## src/rtl/pixel_stream_capture.sv

```systemverilog
// Captures one complete visible frame from the renderer pixel stream into an RGB444 valid/ready
// stream with SOF/EOL markers. Define CAPTURE_CRC_EN to build the CRC-16/CCITT over accepted pixels.
module pixel_stream_capture #(
  parameter int unsigned H_RES      = 640,
  parameter int unsigned V_RES      = 480,
  parameter int unsigned FIFO_DEPTH = 16
) (
  input  logic        clk_in,
  input  logic        rst_in,
  input  logic [9:0]  sx_in,
  input  logic [9:0]  sy_in,
  input  logic        de_in,
  input  logic [7:0]  r_in,
  input  logic [7:0]  g_in,
  input  logic [7:0]  b_in,
  input  logic        arm_in,
  output logic [11:0] m_data_out,
  output logic        m_sof_out,
  output logic        m_eol_out,
  output logic        m_valid_out,
  input  logic        m_ready_in,
  output logic        busy_out,
  output logic        done_out,
  output logic        overflow_out,
  output logic        seq_err_out,
  output logic [18:0] pix_count_out,
  output logic [15:0] crc_out
);

  localparam int unsigned PtrW = $clog2(FIFO_DEPTH);
  localparam logic [9:0] XLast = 10'(H_RES - 1);
  localparam logic [9:0] YLast = 10'(V_RES - 1);
  localparam logic [PtrW:0] FifoFull = (PtrW + 1)'(FIFO_DEPTH);

  typedef enum logic [1:0] {StIdle, StArmed, StCapture, StDrain} state_e;
  state_e state_q, state_d;

  logic [9:0]      ex_q, ey_q, ex_d, ey_d;
  logic            overflow_q, seq_err_q;
  logic [18:0]     pix_count_q;
  logic [13:0]     mem_q [FIFO_DEPTH];
  logic [PtrW-1:0] rd_ptr_q, wr_ptr_q;
  logic [PtrW:0]   count_q;

  logic        start_pix, pix_valid, pix_last, pix_eol, seq_bad, arm_go;
  logic        push, pop, fifo_empty;
  logic [11:0] pix_data;
  logic        unused_low_bits;

  assign unused_low_bits = ^{r_in[3:0], g_in[3:0], b_in[3:0]};

  assign start_pix  = (state_q == StArmed) && de_in && (sx_in == '0) && (sy_in == '0);
  assign pix_valid  = start_pix || ((state_q == StCapture) && de_in);
  assign pix_eol    = (sx_in == XLast);
  assign pix_last   = pix_eol && (sy_in == YLast);
  assign pix_data   = {r_in[7:4], g_in[7:4], b_in[7:4]};
  assign seq_bad    = (state_q == StCapture) && de_in && ((sx_in != ex_q) || (sy_in != ey_q));
  assign arm_go     = (state_q == StIdle) && arm_in;
  assign fifo_empty = (count_q == '0);
  assign pop        = !fifo_empty && m_ready_in;
  // A full FIFO still accepts when the head leaves in the same cycle
  assign push       = pix_valid && ((count_q != FifoFull) || pop);

  // Expected position always follows the observed pixel, which also re-syncs after an error
  always_comb begin
    ex_d = ex_q;
    ey_d = ey_q;
    if (pix_valid) begin
      if (pix_eol) begin
        ex_d = '0;
        ey_d = sy_in + 10'd1;
      end else begin
        ex_d = sx_in + 10'd1;
        ey_d = sy_in;
      end
    end
  end

  always_ff @(posedge clk_in) begin
    if (rst_in) state_q <= StIdle;
    else        state_q <= state_d;
  end

  always_comb begin
    state_d = state_q;
    unique case (state_q)
      StIdle:    if (arm_in) state_d = StArmed;
      StArmed:   if (start_pix) state_d = pix_last ? StDrain : StCapture;
      StCapture: if (de_in && pix_last) state_d = StDrain;
      StDrain:   if (fifo_empty) state_d = StIdle;
      default:   state_d = StIdle;
    endcase
  end

  always_comb begin
    busy_out = (state_q != StIdle);
    done_out = (state_q == StDrain) && fifo_empty;
  end

  always_ff @(posedge clk_in) begin
    if (rst_in) begin
      ex_q        <= '0;
      ey_q        <= '0;
      overflow_q  <= 1'b0;
      seq_err_q   <= 1'b0;
      pix_count_q <= '0;
      rd_ptr_q    <= '0;
      wr_ptr_q    <= '0;
      count_q     <= '0;
    end else begin
      ex_q <= ex_d;
      ey_q <= ey_d;
      if (arm_go) begin
        overflow_q  <= 1'b0;
        seq_err_q   <= 1'b0;
        pix_count_q <= '0;
      end else begin
        if (pix_valid && !push) overflow_q <= 1'b1;
        if (seq_bad) seq_err_q <= 1'b1;
        if (push && (pix_count_q != '1)) pix_count_q <= pix_count_q + 19'd1;
      end
      if (push) wr_ptr_q <= wr_ptr_q + 1'b1;
      if (pop)  rd_ptr_q <= rd_ptr_q + 1'b1;
      count_q <= count_q + (PtrW + 1)'(push) - (PtrW + 1)'(pop);
    end
  end

  always_ff @(posedge clk_in) begin
    if (push) mem_q[wr_ptr_q] <= {start_pix, pix_eol, pix_data};
  end

  assign m_valid_out = !fifo_empty;
  assign {m_sof_out, m_eol_out, m_data_out} = m_valid_out ? mem_q[rd_ptr_q] : 14'd0;
  assign overflow_out  = overflow_q;
  assign seq_err_out   = seq_err_q;
  assign pix_count_out = pix_count_q;

`ifdef CAPTURE_CRC_EN
  logic [15:0] crc_q;

  // CRC-16/CCITT, MSB first, one 16-bit word per call
  function automatic logic [15:0] crc16_step(input logic [15:0] crc, input logic [15:0] word);
    logic [15:0] c;
    c = crc;
    for (int i = 15; i >= 0; i--) begin
      if (c[15] ^ word[i]) c = {c[14:0], 1'b0} ^ 16'h1021;
      else                 c = {c[14:0], 1'b0};
    end
    return c;
  endfunction

  always_ff @(posedge clk_in) begin
    if (rst_in)      crc_q <= '0;
    else if (arm_go) crc_q <= 16'hFFFF;
    else if (push)   crc_q <= crc16_step(crc_q, {4'h0, pix_data});
  end

  assign crc_out = crc_q;
`else
  assign crc_out = '0;
`endif

endmodule

```

## config.mk

```make
export PLATFORM = sky130hd
export DESIGN_NAME = pixel_stream_capture
export DESIGN_NICKNAME = d
export VERILOG_FILES = /design/src/rtl/pixel_stream_capture.sv
export SDC_FILE = /design/constraint.sdc
export NUM_CORES = 1
export LEC_CHECK = 0
export BUFFER_PORTS_ARGS = -buffer_cell sky130_fd_sc_hd__buf_2
export CAP_MARGIN = 20
export CORE_MARGIN = 5
export CORE_UTILIZATION = 64
export DETAILED_ROUTE_END_ITERATION = 10
export PLACE_DENSITY = 0.92
export SLEW_MARGIN = 20
export SYNTH_ARGS = -nofsm -noshare
export SYNTH_HDL_FRONTEND = slang
export SYNTH_SLANG_ARGS = --single-unit
```

## constraint.sdc

```tcl
create_clock -name clk_in -period 6.12 [get_ports clk_in]
set_input_delay 0.612 -clock clk_in [delete_from_list [all_inputs] [get_ports clk_in]]
set_output_delay 0.612 -clock clk_in [all_outputs]
set_load 0.02 [all_outputs]
```

==> summary.md, run 1 <==
| Metric | Value |
|---|---|
| FF+latch area | `7930 um^2` |
| Cell variety after synth | `49` |
| Routed Antenna Nets | `0` |
| Ys flop type | `edfxtp_1` |
| Finish-stage setup viols | `0` |
| Post-detailed-route via-to-cell ratio | `6.44` |
| CP delay by family, top | `multiplexers` |
| Number of global-route vias before repair | `7,111` |
| Max cap viols | `0` |
| Cell Pwr Density | `363 nW/um^2` |
| CP arrival | `3.26 ns` |
| Number of synthesized flops with an enable pin | `224` |
| R2R Setup Slk | `2.41 ns` |
| Area leader, netlist | `edfxtp_1` |
| Slew Limit Headroom | `24.9%` |
| Final Routed Wirelength | `27.1 mm` |
| Sequential cell area fraction in the yosys report | `64.9%` |
| Syn-to-layout area delta | `10.8%` |
| Sw Pwr | `0.00137 W` |
| Layout Nets | `912` |
| CP Launch Type | `register` |
| Setup Buffers After CTS | `0` |
| Buf/Inv on CP | `2` |
| Post-route setup TNS | `0 ns` |
| Worst Min Path Start | `sy_in[1]` |
| CTS Buffer Depth | `3` |
| Setup WS pre-CTS | `2.29 ns` |
| First-pass DRT Iterations | `5` |
| Clock-pin slew on the worst setup and hold paths | `0.06 ns` |
| Die X-Extent | `148 um` |
| Post-route DRC | `0` |
| Switch share | `28.0%` |
| N_diodes | `0` |
| Share of flip-flops with an asynchronous set or reset | `0%` |
| CP Max Fanout | `35` |
| Register bit total from synthesis | `284` |
| Synth area leaders | `edfxtp_1 (55%), mux4_2 (13%), dfxtp_1 (9.8%)` |
| HP Class | `primary input to register` |
| Ys Warns | `0` |
| TritonCTS clock tree | `built` |
| Post-Synthesis Cells | `773` |
| Synthesized cell area | `12,200 um^2` |
| Io pins | `103` |
| Routed length per instance | `24.7 um` |
| WHS | `0.400 ns` |
| Post-synth top area share | `55.1%` |
| Hold Path End | `ey_q[1]` |
| Comb pwr share | `21.8%` |
| Core ar. | `18,800 um^2` |
| HPWL Detailed | `15.3 mm` |
| Number of H-tree levels | `1` |
| Clk_lat worst skew | `0.53 ns` |
| Row cnt | `50` |
| Skew final | `0.0136 ns` |
| Worst flop-to-flop path endpoint | `count_q[4]` |
| Die height | `148 um` |
| Die area | `21,900 um^2` |
| Most common cell on crit path | `mux4_2` |
| Leakage power | `4.47 nW` |
| R2r startpoint | `state_q[1]` |
| Final worst slack | `2.25 ns` |
| CP max-delay cell | `buf_4` |
| Clk pwr share | `32.6%` |
| TritonCTS Buffers | `28` |
| Fmax | `0.259 GHz` |
| Critical path class | `register to primary output` |
| Crit path time final | `3.87 ns` |
| Synth top cells by count | `edfxtp_1 (224), mux4_2 (70), dfxtp_1 (60)` |
| Starting Density | `65.1%` |
| 1st-iter DRT viols | `533` |
| Hold path cells | `3` |
| Cell breakdown of the critical path | `buf_4 -> mux4_2 -> mux4_2 -> and2_1 -> buf_2` |
| Post_cts resized | `0` |
| Final Hold Viols | `0` |
| Internal | `0.00354 W` |
| Global route overflow | `0` |
| GRT Total Usage | `25.1%` |
| Top-count cell post-synth | `edfxtp_1` |
| Synth Area per Inst | `15.8 um^2` |
| CP Capture Type | `primary output` |
| # fillers | `1,134` |
| Multi-input gate area | `3960 um^2` |
| CTS Sinks | `284` |
| Sequential Power Share | `45.6%` |
| Slew @ Worst Pin | `1.13 ns` |
| Pins Over Slew Limit | `0` |
| Initial antenna violation count | `0` |
| R2R depth | `17` |
| IO buf count | `74` |
| Vias | `7,049` |
| Result of the run | `complete, no violations` |
| GP Congestion | `0.809` |
| Worst vdd ir | `0.226 mV` |
| Cts hold-fix bufs | `0` |
| RSZ-0062 raised after global routing | `no` |
| CP required | `5.51 ns` |
| First-pass GRT wire length | `41.7 mm` |
| Fraction of layout cells with a size suffix above 1 | `23.5%` |
| Slowest cell delay on critical path | `0.65 ns` |
| Pin count of the biggest net entering global routing | `44` |
| Root buf cell | `clkbuf_16` |
| Tcrit/Tclk final | `63.2%` |
## how the worst max path moves through the flow
| stage | cells after the start | end | slack (ns) | start |
|---|---|---|---|---|
| 6_report | 5 | m_data_out[3] | 2.25 | register |
| 5_1_grt | 5 | m_data_out[10] | 2.01 | register |
| 4_1_cts | 5 | m_data_out[3] | 2.16 | register |
| 3_5_place_dp | 18 | count_q[4] | 2.29 | sx_in[0] |
| 3_3_place_gp | 18 | count_q[4] | 2.34 | sy_in[0] |
| 2_1_floorplan | 18 | count_q[4] | 2.89 | sx_in[0] |
## per-layer routing
metal / global-route usage [%] / up-vias / share of wire (%)
li1: - / 3131 / -
met1: 32.3 / 3559 / 38
met2: 44.8 / 309 / 53
met3: 4.14 / 50 / 6.7
met4: 6.47 / 0 / 2.2
met5: 0 / - / 0
## power by group through the flow
stage / clock (W) / combinational (W) / sequential [W]
floorplan: 0 / 0.000857 / 0.00222
global placement: 0 / 0.00102 / 0.00228
detailed placement: 0 / 0.00105 / 0.00228
CTS: 0.00161 / 0.00108 / 0.00224
global route: 0.00171 / 0.00116 / 0.00225
finish: 0.00160 / 0.00107 / 0.00224
## placed cells by master (no fill, tap or decap), drive strengths merged, types with 8 or more instances in the layout
cell and count:
clkinv 8, nor2 36, dfxtp 60, a21oi 26, edfxtp 224, buf 78
or4 11, and3 11, clkbuf 38, xor2 21, conb 16, ha 21
nand4 15, o21ai 9, xnor2 21, inv 23, a211oi 14, mux4 70
nand2 28, nand3 23, and2 29, nor4 9, o31ai 11
## layout make-up
cell class | instances | area share [%]
Inverter | 22 | 0.610
Sequential cell | 284 | 58.6
Clock buffer | 38 | 5.76
Timing Repair Buffer | 78 | 2.96
Tap cell | 234 | 2.16
Clock inverter | 12 | 0.601
Multi-Input combinational cell | 427 | 29.3
## per-stage QoR
| stage | util [%] | cells | instance area [um^2] | total power (W) |
|---|---|---|---|---|
| finish | 72.1 | 1095 | 13500 | 0.00491 |
| detailed placement | 67.5 | 1044 | 12700 | 0.00333 |
| floorplan | - | 788 | 12300 | 0.00307 |
| CTS | 72.1 | 1094 | 13500 | 0.00492 |
| global route | 72.1 | 1095 | 13500 | 0.00513 |
| global placement | 67.5 | 1044 | 12700 | 0.00330 |
## tightest hold or removal path, delay by kind of cell
kind | cells | cell delay (ns)
AOI/OAI and AO/OA | 1 | 0.08
and+or+nand+nor | 1 | 0.06
buffers and inverters | 1 | 0.13
## cells by family (layout without fill, tap and decap cells)
| family | Yosys count | count (layout) | synth area share [%] |
|---|---|---|---|
| AO/OA/AOI/OAI | 79 | 79 | 4.20 |
| XOR/XNOR | 42 | 42 | 3.01 |
| adder cells (fa/ha/maj) | 22 | 22 | 2.32 |
| buffers and inverters | 77 | 150 | 3.13 |
| flip-flops | 284 | 284 | 64.9 |
| multiplexers | 77 | 77 | 13.5 |
| other | 1 | 16 | 0.0307 |
| AND/OR/NAND/NOR | 191 | 191 | 8.90 |
## sequential cells by signal, indices dropped and copies added (netlist names), named ones only
signal and cells:
wr_ptr_q 4, ey_q 10, seq_err_out 1, state_q 2, overflow_out 1, count_q 5
pix_count_out 19, rd_ptr_q 4, mem_q 224, ex_q 10
Power figures use the tool's default switching activity.
==> run 2, diff against run 1 <==
- ABC_AREA: not set -> 1
- CORE_UTILIZATION: 64 -> 54
- PLACE_DENSITY: 0.92 -> 0.83
- clock period: 6.12 -> 3.1 ns (I/O delays scaled with it)
==> run 2 against run 1 <==
  * Core utilization is 9.9 points lower
  * Via count is 38% higher
  * Highest routed layer unchanged
  * Power is 110% higher
  * Critical endpoint is now m_data_out[5]
  * Cell count is 57% higher
  * Critical path type unchanged
  * Sequential power is 96% higher
  * Design area is 8.2% higher
  * Clock power is 110% higher
  * Hold slack worse by 0.32 ns
  * Register-to-register slack worse by 2.1 ns
  * Global-route usage is 2.4 points lower
  * Combinational power is 130% higher
==> summary.md, run 2 <==
| Metric | Value |
|---|---|
| Skew final | `0.00955 ns` |
| R2R Setup Slk | `0.31 ns` |
| CP arrival | `2.70 ns` |
| Hold path cells | `3` |
| GRT Total Usage | `22.7%` |
| Leakage power | `5.50 nW` |
| 1st-iter DRT viols | `1,037` |
| Critical path class | `register to primary output` |
| Pins Over Slew Limit | `0` |
| Number of H-tree levels | `1` |
| R2r startpoint | `state_q[1]` |
| Share of flip-flops with an asynchronous set or reset | `0%` |
| Fraction of layout cells with a size suffix above 1 | `14.6%` |
| CP required | `2.79 ns` |
| First-pass GRT wire length | `48.6 mm` |
| Fmax | `0.333 GHz` |
| CTS Buffer Depth | `3` |
| Vias | `9,752` |
| WHS | `0.0829 ns` |
| CP Max Fanout | `90` |
| Register bit total from synthesis | `284` |
| Number of synthesized flops with an enable pin | `224` |
| Met1 GRT Util | `29.5%` |
| Final worst slack | `0.0938 ns` |
| Busiest grt layer | `met2` |
| Largest register FFs | `224` |
| Tcrit/Tclk final | `97.0%` |
| Post-Synthesis Cells | `1,304` |
| Final Routed Wirelength | `31.1 mm` |
| Root buf cell | `clkbuf_16` |
| Synth Area per Inst | `9.93 um^2` |
| IO buf count | `74` |
| Met3 Use GR | `3.47%` |
| Starting Density | `55.0%` |
| Slew @ Worst Pin | `0.647 ns` |
| Initial antenna violation count | `2` |
| Worst flop-to-flop path endpoint | `count_q[4]` |
| Row cnt | `56` |
| Max cap viols | `0` |
| Finish-stage setup viols | `0` |
| Post-route insts no fill | `1,722` |
| CTS Sinks | `284` |
| Global route overflow | `0` |
| Clk_lat worst skew | `0.55 ns` |
| Most common cell after layout, fill and taps aside | `nand2_1` |
| Result of the run | `complete, no violations` |
| Hold Path End | `ey_q[9]` |
| Post-route DRC | `0` |
| Die area | `27,200 um^2` |
| RSZ-0062 raised after global routing | `no` |
| Ys Warns | `0` |
| Worst Min Path Start | `sy_in[9]` |
| Routed length per instance | `18.0 um` |
| Cell Pwr Density | `698 nW/um^2` |
| Post-detailed-route via-to-cell ratio | `5.66` |
| Crit path time final | `3.01 ns` |
| Met2 GRT Util | `39.5%` |
| HPWL Detailed | `18.6 mm` |
| Pin count of the biggest net entering global routing | `91` |
| Most frequent cells in the layout | `nand2_1 (251), edfxtp_1 (224), nor2_1 (175), o21ai_0 (91), a21oi_1 (88)` |
| Slew Limit Headroom | `56.8%` |
| Post-route setup TNS | `0 ns` |
| HP Class | `primary input to register` |
| Top-count cell post-synth | `nand2_1` |
| Final Hold Viols | `0` |
| Setup WS pre-CTS | `0.214 ns` |
| GP Congestion | `0.889` |
| Die X-Extent | `165 um` |
| Routed Antenna Nets | `0` |
| Ys flop type | `edfxtp_1` |
| Synth area leaders | `edfxtp_1 (52%), dfxtp_1 (9.3%), nand2_1 (7.3%)` |
| Post-synth top area share | `52.0%` |
| TritonCTS clock tree | `built` |
| First-pass DRT Iterations | `5` |
| Biggest register | `mem_q` |
| TritonCTS Buffers | `29` |
| Worst vdd ir | `0.468 mV` |
| R2R depth | `17` |
| Layout Nets | `1,453` |
| Core ar. | `23,500 um^2` |
| Synthesized cell area | `12,900 um^2` |
| Sequential cell area fraction in the yosys report | `61.2%` |
| Io pins | `103` |
| Number of global-route vias before repair | `9,518` |
| CP Launch Type | `register` |
| Area leader, netlist | `edfxtp_1` |
| Die height | `165 um` |
| Synth top cells by count | `nand2_1 (251), edfxtp_1 (224), nor2_1 (175)` |
| Cell variety after synth | `39` |
| Syn-to-layout area delta | `13.1%` |
| Clock-pin slew on the worst setup and hold paths | `0.06 ns` |
| CP Capture Type | `primary output` |
| Placed cell count | `1,669` |
## run 2: cell count changes after synthesis, sizes merged, moves of 14 or more
cell and change:
inv +72, mux4 -70, o21ai +83, nand2 +230
a21oi +66, nor3 +14, o221ai +14, and2 -28
xnor2 -17, nor2 +151, buf +16, nand3 +50
a211oi -14
## run 2: per-layer routing
metal  vias up  share of wire [%]
met5         -                  0
met4         0                2.6
met3        67                9.3
met2       475                 49
met1      4612                 39
li1       4598                  -
## run 2: report_power, final
group	total [W]	switching [W]	internal, W	leakage, nW
Clock	0.00332	0.00143	0.00190	0.447
Sequential	0.00440	0.000149	0.00425	2.54
Combinational	0.00250	0.00172	0.000779	2.51
Total	0.0102	0.00330	0.00692	5.50
## run 2: critical path, cell delays in order, from the launching register on
cell and delay [ns]:
dfxtp_4 0.49, inv_2 0.14, buf_12 0.34, nand2_1 0.12, nand3_1 0.11, nand2_1 0.10, a21oi_1 0.17, o31ai_1 0.10
a21oi_1 0.31, buf_2 0.23
## run 2: final cells by class
type / instances / area, um^2
fill: 1856 / 8900
sequential: 284 / 7930
multi-input combinational: 864 / 4370
clock buffer: 34 / 744
timing repair buffer: 108 / 667
tap: 319 / 399
inverter: 95 / 360
clock inverter: 16 / 160
antenna: 2 / 5.00
## run 2: cell families after synthesis
family	count (synthesis)	synth area share (%)
other	1	0.0290
buffers and inverters	171	5.94
adders and majority gates	22	2.18
AOI/OAI and AO/OA	234	10.3
xor gates and xnor gates	29	1.96
DFF	284	61.2
and+or+nand+nor	563	18.4
## run 2: worst max-delay path by stage
| stage | from | endpoint | slack [ns] | cells after the start |
|---|---|---|---|---|
| after global placement | sx_in[0] | count_q[4] | 0.33 | 18 |
| after global routing | register | m_eol_out | 0.04 | 7 |
| after floorplan | state_q[1] | count_q[4] | 0.32 | 18 |
| final | register | m_data_out[5] | 0.09 | 9 |
| after detailed placement | state_q[1] | count_q[4] | 0.21 | 17 |
| after CTS | register | m_data_out[5] | 0.11 | 9 |
## run 2: stage by stage
step / total power, W / instance area (um^2) / util, %
3_3_place_gp: 0.00677 / 13700 / 58.2
3_5_place_dp: 0.00688 / 13700 / 58.2
6_report: 0.0102 / 14600 / 62.2
5_1_grt: 0.0107 / 14600 / 62.2
2_1_floorplan: 0.00612 / 13000 / -
4_1_cts: 0.0102 / 14600 / 62.1
## run 2: timing repair
action / CTS / global route
cloned: 0 / 0
resized for setup: 0 / 3
endpoints found under the setup margin: 4 / 2
setup buffers: 1 / 0
pin swaps: 0 / 1
hold buffers: 0 / 0
